File: config.mk
export PLATFORM = sky130hd
export DESIGN_NAME = bcd_updown_chain
export DESIGN_NICKNAME = d
export VERILOG_FILES = /design/src/rtl/cnt_pkg.sv /design/src/rtl/bcd_digit_stage.sv /design/src/rtl/bcd_updown_chain.sv
export SDC_FILE = /design/constraint.sdc
export NUM_CORES = 1
export LEC_CHECK = 0
export CAP_MARGIN = 20
export CORE_MARGIN = 2
export CORE_UTILIZATION = 52
export DETAILED_ROUTE_END_ITERATION = 8
export PLACE_DENSITY_LB_ADDON = 0.3
export SLEW_MARGIN = 20
export SYNTH_ARGS = -nofsm -noshare
export SYNTH_HDL_FRONTEND = slang
export SYNTH_SLANG_ARGS = --single-unit
File: constraint.sdc
create_clock -name CLK -period 3.3 [get_ports CLK]
set_input_delay 0.495 -clock CLK [delete_from_list [all_inputs] [get_ports CLK]]
set_output_delay 0.495 -clock CLK [all_outputs]
set_load 0.05 [all_outputs]
File: src/rtl/cnt_pkg.sv
// Shared constants for the cascaded up/down digit counter.
package cnt_pkg;
  localparam int DW = 4;
  localparam logic DIR_UP   = 1'b1;
  localparam logic DIR_DOWN = 1'b0;
endpackage

File: src/rtl/bcd_digit_stage.sv
// One modulo-MOD up/down digit; load has priority over the count enable.
module bcd_digit_stage
  import cnt_pkg::*;
#(
  parameter int MOD = 10
) (
  input  logic          CLK,
  input  logic          CLR,
  input  logic          EN,
  input  logic          UP,
  input  logic          LD,
  input  logic [DW-1:0] DIN,
  output logic [DW-1:0] Q,
  output logic          TC
);
  localparam logic [DW-1:0] MAXV = DW'(MOD - 1);

  // Out-of-range load digits saturate to the top code.
  logic [DW-1:0] din_c;
  assign din_c = (DIN > MAXV) ? MAXV : DIN;

  always_ff @(posedge CLK or posedge CLR) begin
    if (CLR)     Q <= '0;
    else if (LD) Q <= din_c;
    else if (EN) begin
      if (UP == DIR_UP) Q <= (Q == MAXV) ? '0 : Q + DW'(1);
      else              Q <= (Q == '0) ? MAXV : Q - DW'(1);
    end
  end

  assign TC = (UP == DIR_UP) ? (Q == MAXV) : (Q == '0);
endmodule

File: src/rtl/bcd_updown_chain.sv
// Synchronous N-digit up/down counter: digit carries are count enables, not clocks.
module bcd_updown_chain
  import cnt_pkg::*;
#(
  parameter int DIGITS = 4,
  parameter int MOD    = 10
) (
  input  logic               CLK,
  input  logic               CLR,
  input  logic               CE,
  input  logic               UP,
  input  logic               LD,
  input  logic [DW*DIGITS-1:0] D,
  output logic [DW*DIGITS-1:0] Q,
  output logic               CEO,
  output logic               TC_R
);
  logic [DIGITS:0]   en;
  logic [DIGITS-1:0] tc;

  assign en[0] = CE & ~LD & ~CLR;

  for (genvar i = 0; i < DIGITS; i++) begin : g_dig
    bcd_digit_stage #(.MOD(MOD)) u_dig (
      .CLK (CLK),
      .CLR (CLR),
      .EN  (en[i]),
      .UP  (UP),
      .LD  (LD),
      .DIN (D[DW*i +: DW]),
      .Q   (Q[DW*i +: DW]),
      .TC  (tc[i])
    );
    assign en[i+1] = en[i] & tc[i];
  end

  assign CEO = en[DIGITS];

  // Pulse lands with the wrapped count since CEO is sampled at the wrap edge.
  always_ff @(posedge CLK or posedge CLR) begin
    if (CLR) TC_R <= 1'b0;
    else     TC_R <= CEO;
  end
endmodule

# --- Word level (Yosys, flattened, before mapping) ---
# Index checks and enable logic that the tools add are counted.
totals:
  register_bits: 17
  latchBits: 0
  ram_bits: 0
  mem_bits_ro: 0
  input_bits: 21
  output_inout_bits: 18
  word_cells: 65
  mem_count: 0
op_classes:
  addsub: 8
  multipliers: 0
  n_div: 0
  order_cmp: 4
  n_eq_ne: 4
  shift: 0
  n_mux: 28
  bitwise_logic: 8
  n_reduce_logical: 8
op_table:
  columns: ["cell", "n"]
  rows:
  - ["$mux 4", 24]
  - ["$add 4x1->4 const B", 4]
  - ["$eq 4x4->1 const B", 4]
  - ["$gt 4x4->1 const B", 4]
  - ["$logic_not 4->1", 4]
  - ["$sub 4x1->4 const B", 4]
  - ["$reduce_bool 2->1", 4]
  - ["$and 1x1->1", 6]
  - ["$mux 1", 4]
  - ["$not 1->1", 2]

# --- Logic depth before layout (Yosys ltp) ---
# Gate-level depths: netlist of run 1.
depth:
  depth_word: 8
  mapped_depth: 7
  mapped_depth_nobuf: 5

# --- Hierarchy ---
# From an unflattened synthesis of run 1, not the netlist that was laid out.
unflattened:
  cells_unflattened: 187
  area_unflattened_um2: 1605.3
modules_own_cells:
  columns: ["mod", "instances", "cells_each", "area_per_inst_um2", "seq_area_each_um2"]
  rows:
  - ["bcd_digit_stage", 4, 45, 382.9, 100.1]
  - ["bcd_updown_chain", 1, 7, 73.8, 25.0]

# --- Least setup slack after synthesis of run 1 ---
# No wires, ideal clock.
synth_path:
  kind: "reg2out"
  startpoint: "register g_dig[0].u_dig.Q[0]"
  endpoint: "output CEO"
  t_arrival_ps: 2935
  required_ps: 2805
  path_slack_ps: -130
  stages_incl_launch_ff: 6
  n_path_buf: 1
  cell_sequence: "dfrtp_1 > clkbuf_1 > nand3_1 > a2111oi_4 > o2111a_2 > nor4b_2"
synth_via:
  elab_chain_cells: 6
  elab_cells_between_ends: 7
  cone_classes: "1 x eq/ne; 1 x mux; 4 x bitwise; 1 x reduce/logical"
synth_rtl:
  columns: ["element", "line_no", "source"]
  rows:
  - ["start: declaration", "bcd_digit_stage.sv:13", "output logic [DW-1:0] Q,"]
  - ["start signal: assignment", "bcd_digit_stage.sv:24", "else if (LD) Q <= din_c;"]
  - ["start signal: assignment", "bcd_digit_stage.sv:26", "if (UP == DIR_UP) Q <= (Q == MAXV) ? '0 : Q + DW'(1);"]
  - ["start signal: assignment", "bcd_digit_stage.sv:27", "else Q <= (Q == '0) ? MAXV : Q - DW'(1);"]
  - ["$eq 4x4->1 / $logic_not 4->1 (equally long branches)", "bcd_digit_stage.sv:31", "assign TC = (UP == DIR_UP) ? (Q == MAXV) : (Q == '0);"]
  - ["$mux 1 (*)", "bcd_digit_stage.sv:31", null]
  - ["$and 1x1->1 (*) (4 in series)", "bcd_updown_chain.sv:34", "assign en[i+1] = en[i] & tc[i];"]
  - ["end: declaration", "bcd_updown_chain.sv:15", "output logic CEO,"]
# Every way passes the cells marked *; elsewhere a longest branch is shown, timed or not.

# --- Final worst setup path of run 1 ---
layout_path:
  startpoint: "input UP"
  endpoint: "output CEO"
layout_via:
  elab_chain_cells: 5
  elab_cells_between_ends: 8
  cone_classes: "4 x mux; 4 x bitwise"
layout_rtl:
  columns: ["element", "line_no", "source"]
  rows:
  - ["start: declaration", "bcd_updown_chain.sv:11", "input logic UP,"]
  - ["$mux 1", "bcd_digit_stage.sv:31", null]
  - ["$and 1x1->1 (3 in series)", "bcd_updown_chain.sv:34", null]
  - ["$and 1x1->1 (*)", "bcd_updown_chain.sv:34", null]
# Marks and branches as above.

==> summary.md, run 1 <==
| Metric | Value |
|---|---|
| TritonCTS Buffers | `3` |
| Commonest non-fill, non-tap cell in the layout | `clkdlybuf4s50_1` |
| Final Worst Setup Slack | `0.145 ns` |
| Mapped Area | `1450 µm²` |
| Fin. Hold Viols | `0` |
| Post-DR vias/cell | `6.05` |
| Layout Skew | `0.00458 ns` |
| Tmin final | `~3.2 ns` |
| Arrival @ worst endpoint | `2.66 ns` |
| Die area | `3220 µm²` |
| LEAKAGE | `around 0.68 nW` |
| Power Density | `348 nW/µm²` |
| Clock Tree Buf Depth | `2` |
| Final Wtd Congestion | `0.770` |
| First-pass GRT wire length | `5760 µm` |
| Nets | `233` |
| Port Buffers | `38` |
| Via count | `roughly 1500` |
| Worst VDD drop | `0.264 mV` |
| Post-synthesis average cell area | `around 7.9 µm²` |
| Row count | `19` |
| Fillers | `228` |
| Largest net degree at the start of global routing | `34` |
| Layout cell share with drive strength beyond 1 | `8.06%` |
| Area of the multi-input gates | `935 µm²` |
| Vias in the first global route | `1346` |
| IO Pins | `39` |
| PostCTS Resize Cnt | `0` |
| Antenna violations before repair | `0` |
| Setup CP Type | `input port to output port` |
| Syn_nets | `around 200` |
| CP startpoint kind | `input port` |
| Status | `finished clean` |
| Clock root buffer | `clkbuf_4` |
| Clock-pin slew on the worst setup and hold paths | `0.11 ns` |
| Hold-fix buffers at CTS | `0` |
| Top FF cell, synth | `dfrtp_1` |
| Min-delay worst type | `input port to async pin` |
| Starting Density | `53.5%` |
| First-pass iteration count of the detailed router | `4` |
| Worst skew pair latency | `between 0.2 and 0.3 ns` |
| Area contributors post-synth | `dfrtp_1, o21ai_0, nand3b_1` |
| Req. time, crit path | `2.80 ns` |
| DP HPWL | `2390 µm` |
| Avg WL per Cell | `14.0 µm` |
| Final worst-path cycle share | `95.6%` |
| Detailed-route DRC error count | `0` |
| CP Capture Type | `output port` |
| Cells after synthesis | `around 180` |
| Final setup violation count | `0` |
| Top-area cell type share of the netlist area | `29.4%` |
| Worst-Margin Slew | `0.727 ns` |
| Ant diodes | `0` |
| Ys async rst share | `between 90% and 100%` |
| Die W | `between 50 and 60 µm` |
| Max Cap Viol | `0` |
| Post-CTS Setup Bufs | `0` |
| Sequential fraction of the synthesis area | `approximately 30%` |
| Crit Path Max Fanout | `11` |
| RSZ-0062 raised after global routing | `no` |
| Number of synthesized flops with an enable pin | `0` |
| Ys Warns | `0` |
| Seq cells post-synth | `17` |
| CTS sink count | `17` |
| CTS tree | `yes` |
| Worst slack at placement | `0.158 ns` |
| Register area | `425 µm²` |
| Yosys cell types | `46` |
| Routed wire length | `3400 µm` |
| Total global-route track usage | `22.2%` |
| WHS | `0.656 ns` |
| Starting DRT DRC Count | `119` |
| Global route total overflow | `0` |
| Most frequent cells in the layout | `clkdlybuf4s50_1, o21ai_0, dfrtp_1` |
| Fin. max-slew vios | `0` |
| F_max | `317 MHz` |
| Layout Cells excl Fill | `about 240` |
| Clock H-tree levels | `1` |
| Post-route ant nets | `0` |
| Rel. slew slack | `between 50% and 60%` |
| Yosys top cell by area | `dfrtp_1` |
| Inst Count DP | `238` |
| P&R area growth vs syn | `28.4%` |
| CORE AREA | `2710 µm²` |
| Setup tns final | `0 ns` |
| Die Y | `56.8 µm` |
==> flip-flops by register name (all words and copies together) (netlist names) <==
register and cells:
g_dig.u_dig.Q 16, TC_R 1
==> logic make-up (layout without fill, tap and decap cells) <==
group / count (synthesis) / in the layout / share of synthesized area [%]
xor+xnor: 9 / 9 / 5.44
simple gates: 67 / 67 / 26.2
buf+inv: 22 / 50 / 6.74
compound gates: 66 / 66 / 30.9
mux: 2 / 2 / 1.38
flops: 17 / 17 / 29.4
==> critical path, cell delays in order <==
cell and delay (ns):
clkdlybuf4s50_1 0.47, buf_4 0.20, or3_1 0.30, a211oi_1 0.37
o2111a_2 0.36, nor4b_4 0.29, buf_12 0.18
==> metal layers <==
| layer | GRT usage [%] | share of wire (%) | vias to the layer above |
|---|---|---|---|
| li1 | - | - | 728 |
| met1 | 29.8 | 43 | 672 |
| met2 | 35.7 | 49 | 58 |
| met3 | 3.23 | 6.4 | 6 |
| met4 | 8.97 | 1.4 | 0 |
| met5 | 0 | 0 | - |
==> final timing paths <==
check / depth (start not counted) / end / startpoint / slack [ns]
min reg2reg: 1 / g_dig[1].u_dig.Q[3] / g_dig[1].u_dig.Q[3] / 0.66
max: 7 / CEO / UP / 0.15
min: 2 / g_dig[3].u_dig.Q[0] / CLR / 0.66
max in group asynchronous: 2 / g_dig[1].u_dig.Q[2] / CLR / 2.18
min in group CLK: 1 / g_dig[1].u_dig.Q[3] / g_dig[1].u_dig.Q[3] / 0.66
max reg2reg: 6 / g_dig[2].u_dig.Q[1] / g_dig[0].u_dig.Q[3] / 1.15
==> stage by stage <==
step | total power [W] | util (%) | cell area [µm²]
after floorplan | 0.000447 | - | 1460
after global placement | 0.000523 | 67.7 | 1830
after detailed placement | 0.000533 | 67.7 | 1830
after CTS | 0.000652 | 68.7 | 1860
after global routing | 0.000691 | 68.7 | 1860
final | 0.000648 | 68.7 | 1860
==> cell type report <==
class	instances	share of cell area [%]
Timing Repair Buffer	42	22.6
Multi-Input combinational cell	144	50.2
Sequential cell	17	22.9
Clock buffer	4	1.41
Tap cell	31	2.08
Inverter	4	0.807
==> synth_stat cells, types with 3 or more instances <==
cell type / number
inv_1: 4
buf_2: 3
nand2b_1: 7
o31ai_1: 3
xnor2_1: 6
nor3_1: 6
a211oi_1: 3
dfrtp_1: 17
nor2_1: 12
o21ai_1: 7
a21oi_1: 10
o21a_1: 4
nand3b_1: 7
and3_1: 4
o21ai_0: 19
nand3_1: 6
xor2_1: 3
clkbuf_1: 13
nand2_1: 10
==> report_power, final <==
| part | leakage (nW) | switching [W] | internal (W) |
|---|---|---|---|
| clock network | 0.0150 | 0.0000700 | 0.0000470 |
| registers | 0.209 | 0.0000483 | 0.000226 |
| logic | 0.460 | 0.000147 | 0.000109 |
No activity file was read; power rests on OpenSTA's default activity.
==> run 2, diff against run 1 <==
==> constraint.sdc (replaced) <==
create_clock -name CLK -period 3.3 [get_ports CLK]
set_input_delay 0.495 -clock CLK [delete_from_list [all_inputs] [get_ports CLK]]
set_output_delay 0.495 -clock CLK [all_outputs]
set_load 0.1 [all_outputs]
==> run 2 against run 1 <==
- count of clock-buffer cells in the layout unchanged
- maximum frequency increased by 3.8%
- flip-flop and latch count unchanged
- die area unchanged
- worst hold slack got worse by 0.071 ns
- utilization decreased by 0.37 points
- first-iteration DRC count decreased by 56%
- design area decreased by 0.54%
- setup slack improved by 0.12 ns
- global-route usage increased by 0.069 points
- via count increased by 3.3%
- sequential power increased by 1%
- critical path type unchanged
==> summary.md, run 2 (synthesis results as in run 1) <==
| Metric | Value |
|---|---|
| Arrival @ worst endpoint | `2.54 ns (was 2.66 ns)` |
| CORE AREA | `2710 µm² (unchanged)` |
| Row count | `19 (unchanged)` |
| Fin. max-slew vios | `0 (unchanged)` |
| CP Capture Type | `output port (unchanged)` |
| Antenna violations before repair | `0 (unchanged)` |
| Vias in the first global route | `1387 (was 1346)` |
| Clock Tree Buf Depth | `2 (unchanged)` |
| Biggest regs | `g_dig.u_dig.Q: 16 flops, TC_R: 1 flops (unchanged)` |
| Final worst-path cycle share | `92.1% (was 95.6%)` |
| Port Buffers | `38 (unchanged)` |
| CP startpoint kind | `input port (unchanged)` |
| TritonCTS Buffers | `3 (unchanged)` |
| Min-delay worst type | `flip-flop to flip-flop (was input port to async pin)` |
| Setup CP Type | `input port to output port (unchanged)` |
| PostCTS Resize Cnt | `0 (unchanged)` |
| Rel. slew slack | `35.1% (was 51.5%)` |
| RSZ-0062 raised after global routing | `no (unchanged)` |
| Slowest Stage Delay on Critical Path | `0.56 ns (was 0.47 ns)` |
| Ant diodes | `0 (unchanged)` |
| Final Wtd Congestion | `0.822 (was 0.770)` |
| CTS sink count | `17 (unchanged)` |
| Final setup violation count | `0 (unchanged)` |
| Power Density | `388 nW/µm² (was 348 nW/µm²)` |
| Hold-fix buffers at CTS | `0 (unchanged)` |
| Setup tns final | `0 ns (unchanged)` |
| Biggest register | `g_dig.u_dig.Q (unchanged)` |
| Post-route ant nets | `0 (unchanged)` |
| Post-DR vias/cell | `6.23 (was 6.05)` |
| Post-route cell area | `1850 µm² (was 1860 µm²)` |
| Global route total overflow | `0 (unchanged)` |
| Status | `finished clean (unchanged)` |
| Cell family with most CP delay | `buffers and inverters (unchanged)` |
| Routed wire length | `3370 µm (was 3400 µm)` |
| IO Pins | `39 (unchanged)` |
| Crit Path Max Fanout | `25 (was 11)` |
| LEAKAGE | `0.698 nW (was 0.685 nW)` |
| Clock-pin slew on the worst setup and hold paths | `0.10 ns (was 0.11 ns)` |
| Buf/Inv on CP | `3 (unchanged)` |
| Fillers | `233 (was 228)` |
| Final Worst Setup Slack | `0.261 ns (was 0.145 ns)` |
| DP HPWL | `2460 µm (was 2390 µm)` |
| Post-CTS Setup Bufs | `0 (unchanged)` |
| Worst slack at placement | `0.278 ns (was 0.158 ns)` |
| Via count | `1513 (was 1464)` |
| Die area | `3220 µm² (unchanged)` |
| Detailed-route DRC error count | `0 (unchanged)` |
| Avg WL per Cell | `13.9 µm (was 14.0 µm)` |
| Clock root buffer | `clkbuf_4 (unchanged)` |
| Die Y | `56.8 µm (unchanged)` |
| Fin. Hold Viols | `0 (unchanged)` |
| Utilization after layout | `68.3% (was 68.7%)` |
| Worst skew pair latency | `0.29 ns (about the same)` |
| CP Cell Sequence | `clkdlybuf4s50_1 -> buf_4 -> nand3_1 -> a211oi_1 -> o2111a_2 -> nor4b_4 -> buf_12 (was clkdlybuf4s50_1 -> buf_4 -> or3_1 -> a211oi_1 -> o2111a_2 -> nor4b_4 -> buf_12)` |
| Worst-Margin Slew | `0.971 ns (was 0.727 ns)` |
| Die W | `56.8 µm (unchanged)` |
| Dpl cell area | `1820 µm² (was 1830 µm²)` |
| Largest net degree at the start of global routing | `34 (unchanged)` |
| Max Cap Viol | `0 (unchanged)` |
| Layout Skew | `0.00759 ns (was 0.00458 ns)` |
| Max reg flops | `16 (unchanged)` |
| F_max | `329 MHz (was 317 MHz)` |
| First-pass GRT wire length | `5770 µm (was 5760 µm)` |
| Worst VDD drop | `0.286 mV (was 0.264 mV)` |
| P&R area growth vs syn | `27.7% (was 28.4%)` |
| Starting DRT DRC Count | `52 (was 119)` |
| Nets | `234 (was 233)` |
| CTS tree | `yes (unchanged)` |
| Worst path slowest cell | `clkdlybuf4s50_1 (unchanged)` |
| Layout cell share with drive strength beyond 1 | `17.0% (was 8.06%)` |
| First-pass iteration count of the detailed router | `4 (unchanged)` |
| Commonest non-fill, non-tap cell in the layout | `clkdlybuf4s50_1 (unchanged)` |
| Most frequent cells in the layout | `clkdlybuf4s50_1, o21ai_0, buf_4 (was clkdlybuf4s50_1, o21ai_0, dfrtp_1)` |
| Total global-route track usage | `22.2% (about the same)` |
| Starting Density | `53.5% (unchanged)` |
| Req. time, crit path | `2.80 ns (about the same)` |
| Tmin final | `3.04 ns (was 3.15 ns)` |
| Clock H-tree levels | `1 (unchanged)` |
## run 2: changes by cell type in the layout (fill, tap and decap cells not counted), sizes merged
cell,delta
buf,+13
clkdlybuf4s50,-12
## run 2: metrics by stage
stage	total power [W]	cells	hold slack (ns)
after detailed placement	0.000604	239	0.570
after global placement	0.000595	239	0.566
final	0.000717	243	0.585
after CTS	0.000721	243	0.585
after global routing	0.000756	243	0.637
after floorplan	0.000525	183	0.421
## run 2: power breakdown
part           internal [W]  switching [W]  leakage, nW
clock network     0.0000470      0.0000691       0.0150
logic              0.000104       0.000219        0.480
registers          0.000229      0.0000496        0.203
## run 2: layer usage
| layer | vias up | share of wire (%) | routed length, µm | GRT usage [%] |
|---|---|---|---|---|
| met5 | - | 0 | 0 | 0 |
| met4 | 0 | 1.3 | 45 | 11.3 |
| met3 | 4 | 5.9 | 200 | 2.30 |
| met2 | 58 | 51 | 1720 | 37.4 |
| met1 | 719 | 42 | 1400 | 28.1 |
| li1 | 732 | - | - | - |
## run 2: path summary, 6_finish.rpt
kind | from | endpoint | slack [ns] | cells past startpoint
setup / recovery | UP | CEO | 0.26 | 7
hold / removal | g_dig[1].u_dig.Q[3] | g_dig[1].u_dig.Q[3] | 0.59 | 1
max in group asynchronous | CLR | g_dig[0].u_dig.Q[0] | 2.13 | 2
hold reg to reg | g_dig[1].u_dig.Q[3] | g_dig[1].u_dig.Q[3] | 0.59 | 1
setup reg to reg | g_dig[0].u_dig.Q[3] | g_dig[2].u_dig.Q[1] | 1.17 | 6
min in group asynchronous | CLR | g_dig[3].u_dig.Q[2] | 0.66 | 2
## run 2: cell type report
type / instances / area (µm²) / share of cell area (%)
Sequential cell: 17 / 438 / 23.7
Inverter: 4 / 15.0 / 0.811
Clock buffer: 4 / 26.3 / 1.42
Tap cell: 31 / 38.8 / 2.10
Multi-Input combinational cell: 144 / 935 / 50.5
Timing Repair Buffer: 43 / 398 / 21.5
## run 2: worst reg2reg max path, stage by stage, from the launching register on
cell and delay [ns]:
dfrtp_4 0.53, or3_4 0.39, a2111oi_4 0.32, buf_4 0.22, and2_1 0.26, a21oi_1 0.12, o31ai_2 0.22
